`src/rtl/spi_input.sv`:
```
// Avalon-MM front end for the SPI engine: command registers, a TX data FIFO,
// and the IDLE/ISSUE/RUN sequencer that hands a snapshotted command to the engine.
module spi_input #(
  parameter int FIFO_DEPTH = 4
) (
  input  logic        clk,
  input  logic        rst,
  input  logic        avs_s0_write,
  input  logic        avs_s0_read,
  input  logic [11:0] avs_s0_address,
  input  logic [31:0] avs_s0_writedata,
  output logic        avs_s0_waitrequest,
  output logic        cmd_valid,
  input  logic        cmd_ready,
  output logic [7:0]  cmd_opcode,
  output logic [23:0] cmd_addr,
  output logic [15:0] cmd_len,
  output logic [31:0] tx_data,
  output logic        tx_valid,
  input  logic        tx_ready,
  input  logic        xfer_done,
  output logic        crc_clear,
  output logic        error_clear,
  output logic        busy,
  output logic        start_reject
);

  localparam int AW = $clog2(FIFO_DEPTH);
  localparam logic [AW-1:0] PTR_ONE  = AW'(1);
  localparam logic [AW:0]   CNT_ONE  = (AW+1)'(1);
  localparam logic [AW:0]   CNT_FULL = (AW+1)'(FIFO_DEPTH);

  typedef enum logic [1:0] {IDLE, ISSUE, RUN} state_e;

  state_e state_q, state_d;

  logic [7:0]  opcode_q, opcode_d;
  logic [23:0] addr_q, addr_d;
  logic [15:0] len_q, len_d;
  logic [7:0]  cmd_opcode_q, cmd_opcode_d;
  logic [23:0] cmd_addr_q, cmd_addr_d;
  logic [15:0] cmd_len_q, cmd_len_d;
  logic        crc_clear_q, crc_clear_d;
  logic        error_clear_q, error_clear_d;
  logic        start_reject_q, start_reject_d;

  logic [FIFO_DEPTH-1:0][31:0] mem_q, mem_d;
  logic [AW-1:0] wr_ptr_q, wr_ptr_d;
  logic [AW-1:0] rd_ptr_q, rd_ptr_d;
  logic [AW:0]   cnt_q, cnt_d;

  logic fifo_full, fifo_empty;
  logic wr_acc, push, pop, ctrl_wr, start;
  logic unused_read;

  // Reads are served by the output block; this block only observes writes.
  assign unused_read = avs_s0_read;

  assign fifo_full  = (cnt_q == CNT_FULL);
  assign fifo_empty = (cnt_q == '0);

  // A full FIFO only stalls when nothing is leaving it this same cycle.
  assign avs_s0_waitrequest = avs_s0_write && (avs_s0_address == 12'd3) && fifo_full && !tx_ready;

  assign wr_acc  = avs_s0_write && !avs_s0_waitrequest;
  assign push    = wr_acc && (avs_s0_address == 12'd3);
  assign ctrl_wr = wr_acc && (avs_s0_address == 12'd4);
  assign start   = ctrl_wr && avs_s0_writedata[0];

  assign tx_valid = !fifo_empty;
  assign tx_data  = mem_q[rd_ptr_q];
  assign pop      = tx_valid && tx_ready;

  assign cmd_valid    = (state_q == ISSUE);
  assign busy         = (state_q != IDLE);
  assign cmd_opcode   = cmd_opcode_q;
  assign cmd_addr     = cmd_addr_q;
  assign cmd_len      = cmd_len_q;
  assign crc_clear    = crc_clear_q;
  assign error_clear  = error_clear_q;
  assign start_reject = start_reject_q;

  always_comb begin
    opcode_d = opcode_q;
    addr_d   = addr_q;
    len_d    = len_q;
    if (wr_acc) begin
      case (avs_s0_address)
        12'd0:   opcode_d = avs_s0_writedata[7:0];
        12'd1:   addr_d   = avs_s0_writedata[23:0];
        12'd2:   len_d    = avs_s0_writedata[15:0];
        default: ;
      endcase
    end
  end

  always_comb begin
    mem_d    = mem_q;
    wr_ptr_d = wr_ptr_q;
    rd_ptr_d = rd_ptr_q;
    cnt_d    = cnt_q;
    if (push) begin
      mem_d[wr_ptr_q] = avs_s0_writedata;
      wr_ptr_d        = wr_ptr_q + PTR_ONE;
    end
    if (pop) rd_ptr_d = rd_ptr_q + PTR_ONE;
    case ({push, pop})
      2'b10:   cnt_d = cnt_q + CNT_ONE;
      2'b01:   cnt_d = cnt_q - CNT_ONE;
      default: ;
    endcase
  end

  always_comb begin
    state_d        = state_q;
    cmd_opcode_d   = cmd_opcode_q;
    cmd_addr_d     = cmd_addr_q;
    cmd_len_d      = cmd_len_q;
    start_reject_d = 1'b0;
    crc_clear_d    = ctrl_wr && avs_s0_writedata[1];
    error_clear_d  = ctrl_wr && avs_s0_writedata[2];
    case (state_q)
      IDLE: begin
        if (start) begin
          // A zero-length command would never see xfer_done, so refuse it.
          if (len_q != 16'd0) begin
            state_d      = ISSUE;
            cmd_opcode_d = opcode_q;
            cmd_addr_d   = addr_q;
            cmd_len_d    = len_q;
          end else begin
            start_reject_d = 1'b1;
          end
        end
      end
      ISSUE: begin
        if (start) start_reject_d = 1'b1;
        if (cmd_ready) state_d = RUN;
      end
      RUN: begin
        if (start) start_reject_d = 1'b1;
        if (xfer_done) state_d = IDLE;
      end
      default: state_d = IDLE;
    endcase
  end

  always_ff @(posedge clk or posedge rst) begin
    if (rst) begin
      state_q        <= IDLE;
      opcode_q       <= '0;
      addr_q         <= '0;
      len_q          <= '0;
      cmd_opcode_q   <= '0;
      cmd_addr_q     <= '0;
      cmd_len_q      <= '0;
      crc_clear_q    <= 1'b0;
      error_clear_q  <= 1'b0;
      start_reject_q <= 1'b0;
      mem_q          <= '0;
      wr_ptr_q       <= '0;
      rd_ptr_q       <= '0;
      cnt_q          <= '0;
    end else begin
      state_q        <= state_d;
      opcode_q       <= opcode_d;
      addr_q         <= addr_d;
      len_q          <= len_d;
      cmd_opcode_q   <= cmd_opcode_d;
      cmd_addr_q     <= cmd_addr_d;
      cmd_len_q      <= cmd_len_d;
      crc_clear_q    <= crc_clear_d;
      error_clear_q  <= error_clear_d;
      start_reject_q <= start_reject_d;
      mem_q          <= mem_d;
      wr_ptr_q       <= wr_ptr_d;
      rd_ptr_q       <= rd_ptr_d;
      cnt_q          <= cnt_d;
    end
  end

endmodule

```
`config.mk`:
```
export PLATFORM = sky130hd
export DESIGN_NAME = spi_input
export DESIGN_NICKNAME = d
export VERILOG_FILES = /design/src/rtl/spi_input.sv
export SDC_FILE = /design/constraint.sdc
export NUM_CORES = 1
export LEC_CHECK = 0
export ABC_AREA = 1
export CAP_MARGIN = 20
export CORE_MARGIN = 2
export CORE_UTILIZATION = 30
export DETAILED_ROUTE_END_ITERATION = 12
export SYNTH_ARGS = -nofsm -noshare
export SYNTH_HDL_FRONTEND = slang
export SYNTH_SLANG_ARGS = --single-unit
```
`constraint.sdc`:
```
create_clock -name clk -period 14.56 [get_ports clk]
set_input_delay 4.368 -clock clk [delete_from_list [all_inputs] [get_ports clk]]
set_output_delay 4.368 -clock clk [all_outputs]
set_load 0.1 [all_outputs]
```
==> metrics, run 1 <==
Setup crit start kind=input port; vias in the first global route=8,773; CP arrival=6.59 ns; Fin Clk Skew=0.00769 ns; Max stage delay on crit path=1.13 ns; CP Capture Type=output port; status=finished clean; top_reg_cell synth=dfrtp_1; clk sink count=236; DR DRC count=0; Area Overhead vs Synth=23.8%; met2 GRT Util=27.5%; adder-cell area share of the yosys netlist=1.24%; launching point of the worst reg2reg path=cnt_q[0]; initial antenna violation count=1; WP data required=about 10 ns; register area share after synthesis=55.4%; vias=8,892; # Max-Cap Violations=0; die height=193 µm; wire length per cell=around 17 µm; CTS Buf Count=26; met1 GRT Util=between 20% and 30%; leak pwr=6.72 nW; Synth Net Count=1,324; Crit Path Max Fanout=5; Synth Area in Compound Gates=13.1%; Rows=69; Die X-Extent=193 µm; mux contribution to synthesized area=0%; pin count of the biggest net entering global routing=91; maximum vdd drop=about 0.16 mV; Min-Delay Path Class=register to register; Total Routing Usage GR=17.1%; vias per cell=4.84; Final Hold Viols=0; CP Class=input port to output port; Yosys reg bits=236; Netlist cell types=33; crit path time final=between 10 and 15 ns; setup TNS=0 ns; Mapped Avg Cell Area=around 8.4 µm²; CORE AREA=35,300 µm²; GP Congestion=around 0.77; pwr/cell area=170 nW/µm²; Worst setup endpoint=avs_s0_waitrequest; Slew Viols, Final=0; Slew headroom=28.1%; Iter 0 DRT Violations=670; share of cells above drive strength 1=6.03%; cts repair resizes=0; Post-DRT Antenna Nets=0; storage element area=5910 µm²; fill count=3,577; area occupied by multi-input gates=4130 µm²; critical path's most frequent cell=clkdlybuf4s50_1; clk root buf=clkbuf_16; max frequency=91.3 MHz; latest clock arrival within the worst-skew pair=around 0.52 ns; WL final=~31,000 µm; post-synthesis async set-or-reset flop share=100%; met3 GRT Util=2.58%; TritonCTS clock tree=yes; CP Cell Sequence=clkdlybuf4s50_1 -> nor2_2 -> nand2_1 -> nor2_4 -> nand3_4 -> inv_1 -> clkdlybuf4s50_1; most common cell after layout, fill and taps aside=nand2_1; Clock Path Buffers=3; synthesized area=10,700 µm²; GRT busiest layer=met2; DR pass1 iterations=5; r2r endpoint=mem_q[7]; post-synthesis simple-gate area fraction=23.9%; global route total overflow=0; PortBufs=136; FF-to-FF setup slack=~12 ns; Post-CTS Setup Repair Bufs=0; H-tree depth=1; # setup viols final=0; largest family of logic cells by synthesized area=simple AND/OR/NAND/NOR gates; Hold Buf Count CTS=0; Post-synth EDFFs=0; Mapped Cells=1,263; hold slack=0.468 ns; Slew @ Worst Pin=about 1.1 ns; DPL Wire Length=18,800 µm; CP startpoint=avs_s0_address[2]; global-route wire length before repair=approximately 50,000 µm; XOR/XNOR Fraction of Synth Area=0.399%; I/O pin count=138; final worst-path cycle share=75.3%; number of nets in the layout=1,418; most frequent cells in the layout=nand2_1 (432), dfrtp_1 (235), o21ai_0 (152); CTS clock-pin slew for the worst setup and hold paths=roughly 0.060 ns; Die ar.=approximately 37,000 µm²; Syn. warnings=0; Slowest cell on crit path=clkdlybuf4s50_1; RSZ-0062 raised after global routing=no; Initial Utilization=30.2%; Worst R2R Path Depth=10
==> how the worst min path moves through the flow <==
| stage | startpoint | depth (start not counted) | slack (ns) | endpoint |
|---|---|---|---|---|
| finish | cmd_addr[18] | 2 | 0.47 | cmd_addr[18] |
| global route | cmd_addr[8] | 2 | 0.49 | cmd_addr[8] |
| CTS | cmd_addr[18] | 2 | 0.47 | cmd_addr[18] |
| detailed placement | cmd_addr[8] | 2 | 0.46 | cmd_addr[8] |
| global placement | cmd_opcode[6] | 2 | 0.45 | cmd_opcode[6] |
| floorplan | mem_q[32] | 2 | 0.44 | mem_q[32] |
==> kinds of logic (layout without fill, tap and decap cells) <==
group                      after synthesis  in the layout
xor gates and xnor gates                 4              4
and+or+nand+nor                        605            605
adders and majority gates               10             10
AOI/OAI and AO/OA                      270            270
DFF                                    236            236
buffers and inverters                  138            252
other                                    0              1
==> synth_stat cells (2+ instances only) <==
cell type / number / area share [%]
buf_2: 20 / 0.94
clkbuf_1: 49 / 1.7
o22ai_1: 33 / 1.9
nor2_4: 5 / 0.53
ha_1: 9 / 1.1
dfrtp_1: 236 / 55
nor2_2: 7 / 0.41
inv_1: 49 / 1.7
buf_6: 8 / 0.84
o21ai_1: 82 / 3.8
buf_4: 7 / 0.49
inv_2: 2 / 0.070
buf_1: 2 / 0.070
nor2_1: 84 / 3.0
and3_1: 2 / 0.12
a21oi_1: 2 / 0.094
nand2_1: 432 / 15
nand4_1: 50 / 2.9
nand3_1: 16 / 0.75
o21ai_0: 152 / 7.1
nand2_2: 3 / 0.18
xor2_1: 2 / 0.16
==> where the power goes <==
| group | internal (W) | switching, W | total, W |
|---|---|---|---|
| Combinational | 0.000193 | 0.000703 | 0.000896 |
| Sequential | 0.000665 | 0.00000429 | 0.000669 |
| Clock | 0.000411 | 0.000265 | 0.000675 |
==> registers in the layout (all words and copies together), names as in the netlist <==
name,flops
addr_q,24
opcode_q,8
mem_q,128
cmd_addr,24
cmd_opcode,8
error_clear,1
cnt_q,3
rd_ptr_q,2
cmd_len,16
wr_ptr_q,2
crc_clear,1
len_q,16
start_reject,1
state_q,2
==> layout make-up <==
| class | instances | share of cell area [%] |
|---|---|---|
| antenna | 1 | 0.0190 |
| clock inverter | 5 | 0.569 |
| multi-input combinational | 889 | 31.3 |
| tap | 461 | 4.37 |
| timing repair buffer | 153 | 11.4 |
| sequential | 236 | 44.7 |
| clock buffer | 43 | 6.10 |
| inverter | 51 | 1.51 |
==> layer usage <==
| layer | share of wire [%] | wire length, µm |
|---|---|---|
| met3 | 5.7 | 1790 |
| met4 | 1.4 | 448 |
| met5 | 0.042 | 13 |
| met2 | 47 | 14500 |
| met1 | 46 | 14400 |
==> stage by stage <==
step	cell area, µm²	utilization (%)	worst slack [ns]	cells	power (W)
floorplan	10700	-	3.72	1263	0.00134
global placement	12300	34.8	3.62	1789	0.00157
detailed placement	12300	34.8	3.60	1789	0.00157
CTS	13200	37.3	3.60	1837	0.00225
global route	13200	37.4	3.51	1838	0.00233
finish	13200	37.4	3.60	1839	0.00224
==> critical path, delay by kind of cell <==
family	cells	cell delay (ns)
buffers and inverters	3	1.67
AND/OR/NAND/NOR	4	0.55
No activity file was read; power rests on OpenSTA's default activity.
==> run 2, diff against run 1 <==
==> constraint.sdc (replaced) <==
create_clock -name clk -period 9.6 [get_ports clk]
set_input_delay 2.88 -clock clk [delete_from_list [all_inputs] [get_ports clk]]
set_output_delay 2.88 -clock clk [all_outputs]
set_load 0.1 [all_outputs]
==> metrics, run 2 (same netlist as run 1, synthesis figures left out) <==
maximum vdd drop=0.356 mV; DPL Wire Length=18,900 µm; Slowest cell on crit path=clkdlybuf4s50_1; CP Class=input port to output port; die height=193 µm; setup TNS=0 ns; CP Capture Type=output port; CP arrival=a little over 5 ns; clk root buf=clkbuf_16; global-route wire length before repair=49,500 µm; vias in the first global route=approximately 8,600; PortBufs=136; max frequency=125 MHz; Total Routing Usage GR=17.0%; Hold Crit Depth=1; Fin Clk Skew=0.0145 ns; switching part of the total=44.6%; pwr/cell area=251 nW/µm²; Clock Path Buffers=3; # Max-Cap Violations=0; # setup viols final=0; Post-DRT Antenna Nets=0; H-tree depth=1; WL final=31,200 µm; CTS clock-pin slew for the worst setup and hold paths=0.05 ns; clock share of power=27.9%; latest clock arrival within the worst-skew pair=0.53 ns; Area Overhead vs Synth=23.2%; wire length per cell=between 15 and 20 µm; most frequent cells in the layout=nand2_1 (432), dfrtp_1 (235), o21ai_0 (152); number of nets in the layout=1,419; global route total overflow=0; initial antenna violation count=1; Slew @ Worst Pin=1.09 ns; Worst R2R Path Depth=10; internal power=0.00183 W; critical path's most frequent cell=clkdlybuf4s50_1; Die ar.=37,100 µm²; Die X-Extent=around 190 µm; pin count of the biggest net entering global routing=94; Flop pwr share=a little under a third; hold slack=0.470 ns; DR pass1 iterations=5; register bank with the most flops=mem_q; Post-CTS Setup Repair Bufs=0; Psw=0.00147 W; status=finished clean; Initial Utilization=30.2%; vias=8,939; Comb power frac=41.4%; TritonCTS clock tree=yes; leak pwr=roughly 6.7 nW; final worst-path cycle share=83.1%; # diodes=0; cts repair resizes=0; CP Cell Sequence=clkdlybuf4s50_1 -> nand3_1 -> nor2_2 -> nand3_4 -> inv_1 -> clkdlybuf4s50_1; Slew Viols, Final=0; DR DRC count=0; fill count=~3,600; vias per cell=4.87; crit path time final=about 8 ns; Hold Buf Count CTS=0; share of cells above drive strength 1=under 10%; number of flip-flops under the largest register name=128; WP data required=6.72 ns; Setup crit start kind=input port; RSZ-0062 raised after global routing=no; most common cell after layout, fill and taps aside=nand2_1; Slew headroom=between 20 and 30%; Final Hold Viols=0; Crit Path Max Fanout=6; GP Congestion=0.772; Iter 0 DRT Violations=around 680; Rows=69; CTS Buf Count=26; Max stage delay on crit path=about 1.1 ns; clk sink count=about 240; Min-Delay Path Class=register to register; I/O pin count=138; post-layout util=37.2%; CORE AREA=35,300 µm²
## run 2: cell types whose count changed in the layout (fill, tap and decap cells not counted), sizes merged
cell    previous run  this run
clkbuf            43        37
clkinv             4         7
bufinv             2         0
buf               17        18
diode              1         0
## run 2: final timing paths
check                                  start                 end  slack [ns]
worst max register to register      cnt_q[0]            mem_q[2]        6.86
min in group asynchronous                rst        cmd_addr[13]        2.89
worst min-delay path                cnt_q[0]            cnt_q[0]        0.47
worst max-delay path            avs_s0_write  avs_s0_waitrequest        1.63
max in group asynchronous                rst         rd_ptr_q[0]        5.28
worst min register to register      cnt_q[0]            cnt_q[0]        0.47
## run 2: metrics by stage
stage	std cells	instance area [µm²]	worst slack, ns	total power (W)
CTS	1831	13100	1.61	0.00332
global route	1834	13100	1.54	0.00344
detailed placement	1788	12300	1.61	0.00238
global placement	1788	12300	1.64	0.00238
finish	1834	13100	1.63	0.00330
floorplan	1263	10700	0.245	0.00203
## run 2: per-layer routing
metal | up-vias | track usage, % | wire [µm]
met5 | - | 0 | 13
met4 | 2 | 2.58 | 415
met3 | 30 | 2.47 | 1550
met2 | 216 | 27.6 | 14500
met1 | 4355 | 24.4 | 14700
li1 | 4336 | - | -
## run 2: cell type report
class | count | area (µm²) | share of cell area (%)
flip-flops and latches | 236 | 5910 | 44.9
multi-input cells | 889 | 4130 | 31.4
repair buffers | 154 | 1560 | 11.8
clock buffers | 37 | 732 | 5.57
well taps | 461 | 577 | 4.39
inverters | 51 | 199 | 1.51
clock inverters | 6 | 41.3 | 0.314
## run 2: critical path, delay by kind of cell
kind,cells,cell delay (ns)
buffers and inverters,3,1.83
and+or+nand+nor,3,0.39
## run 2: power groups by stage
stage	clock, W	sequential [W]	combinational [W]
floorplan	0	0.00103	0.000995
global placement	0	0.00103	0.00135
detailed placement	0	0.00103	0.00135
CTS	0.000947	0.00101	0.00135
global route	0.000991	0.00102	0.00143
finish	0.000919	0.00101	0.00136
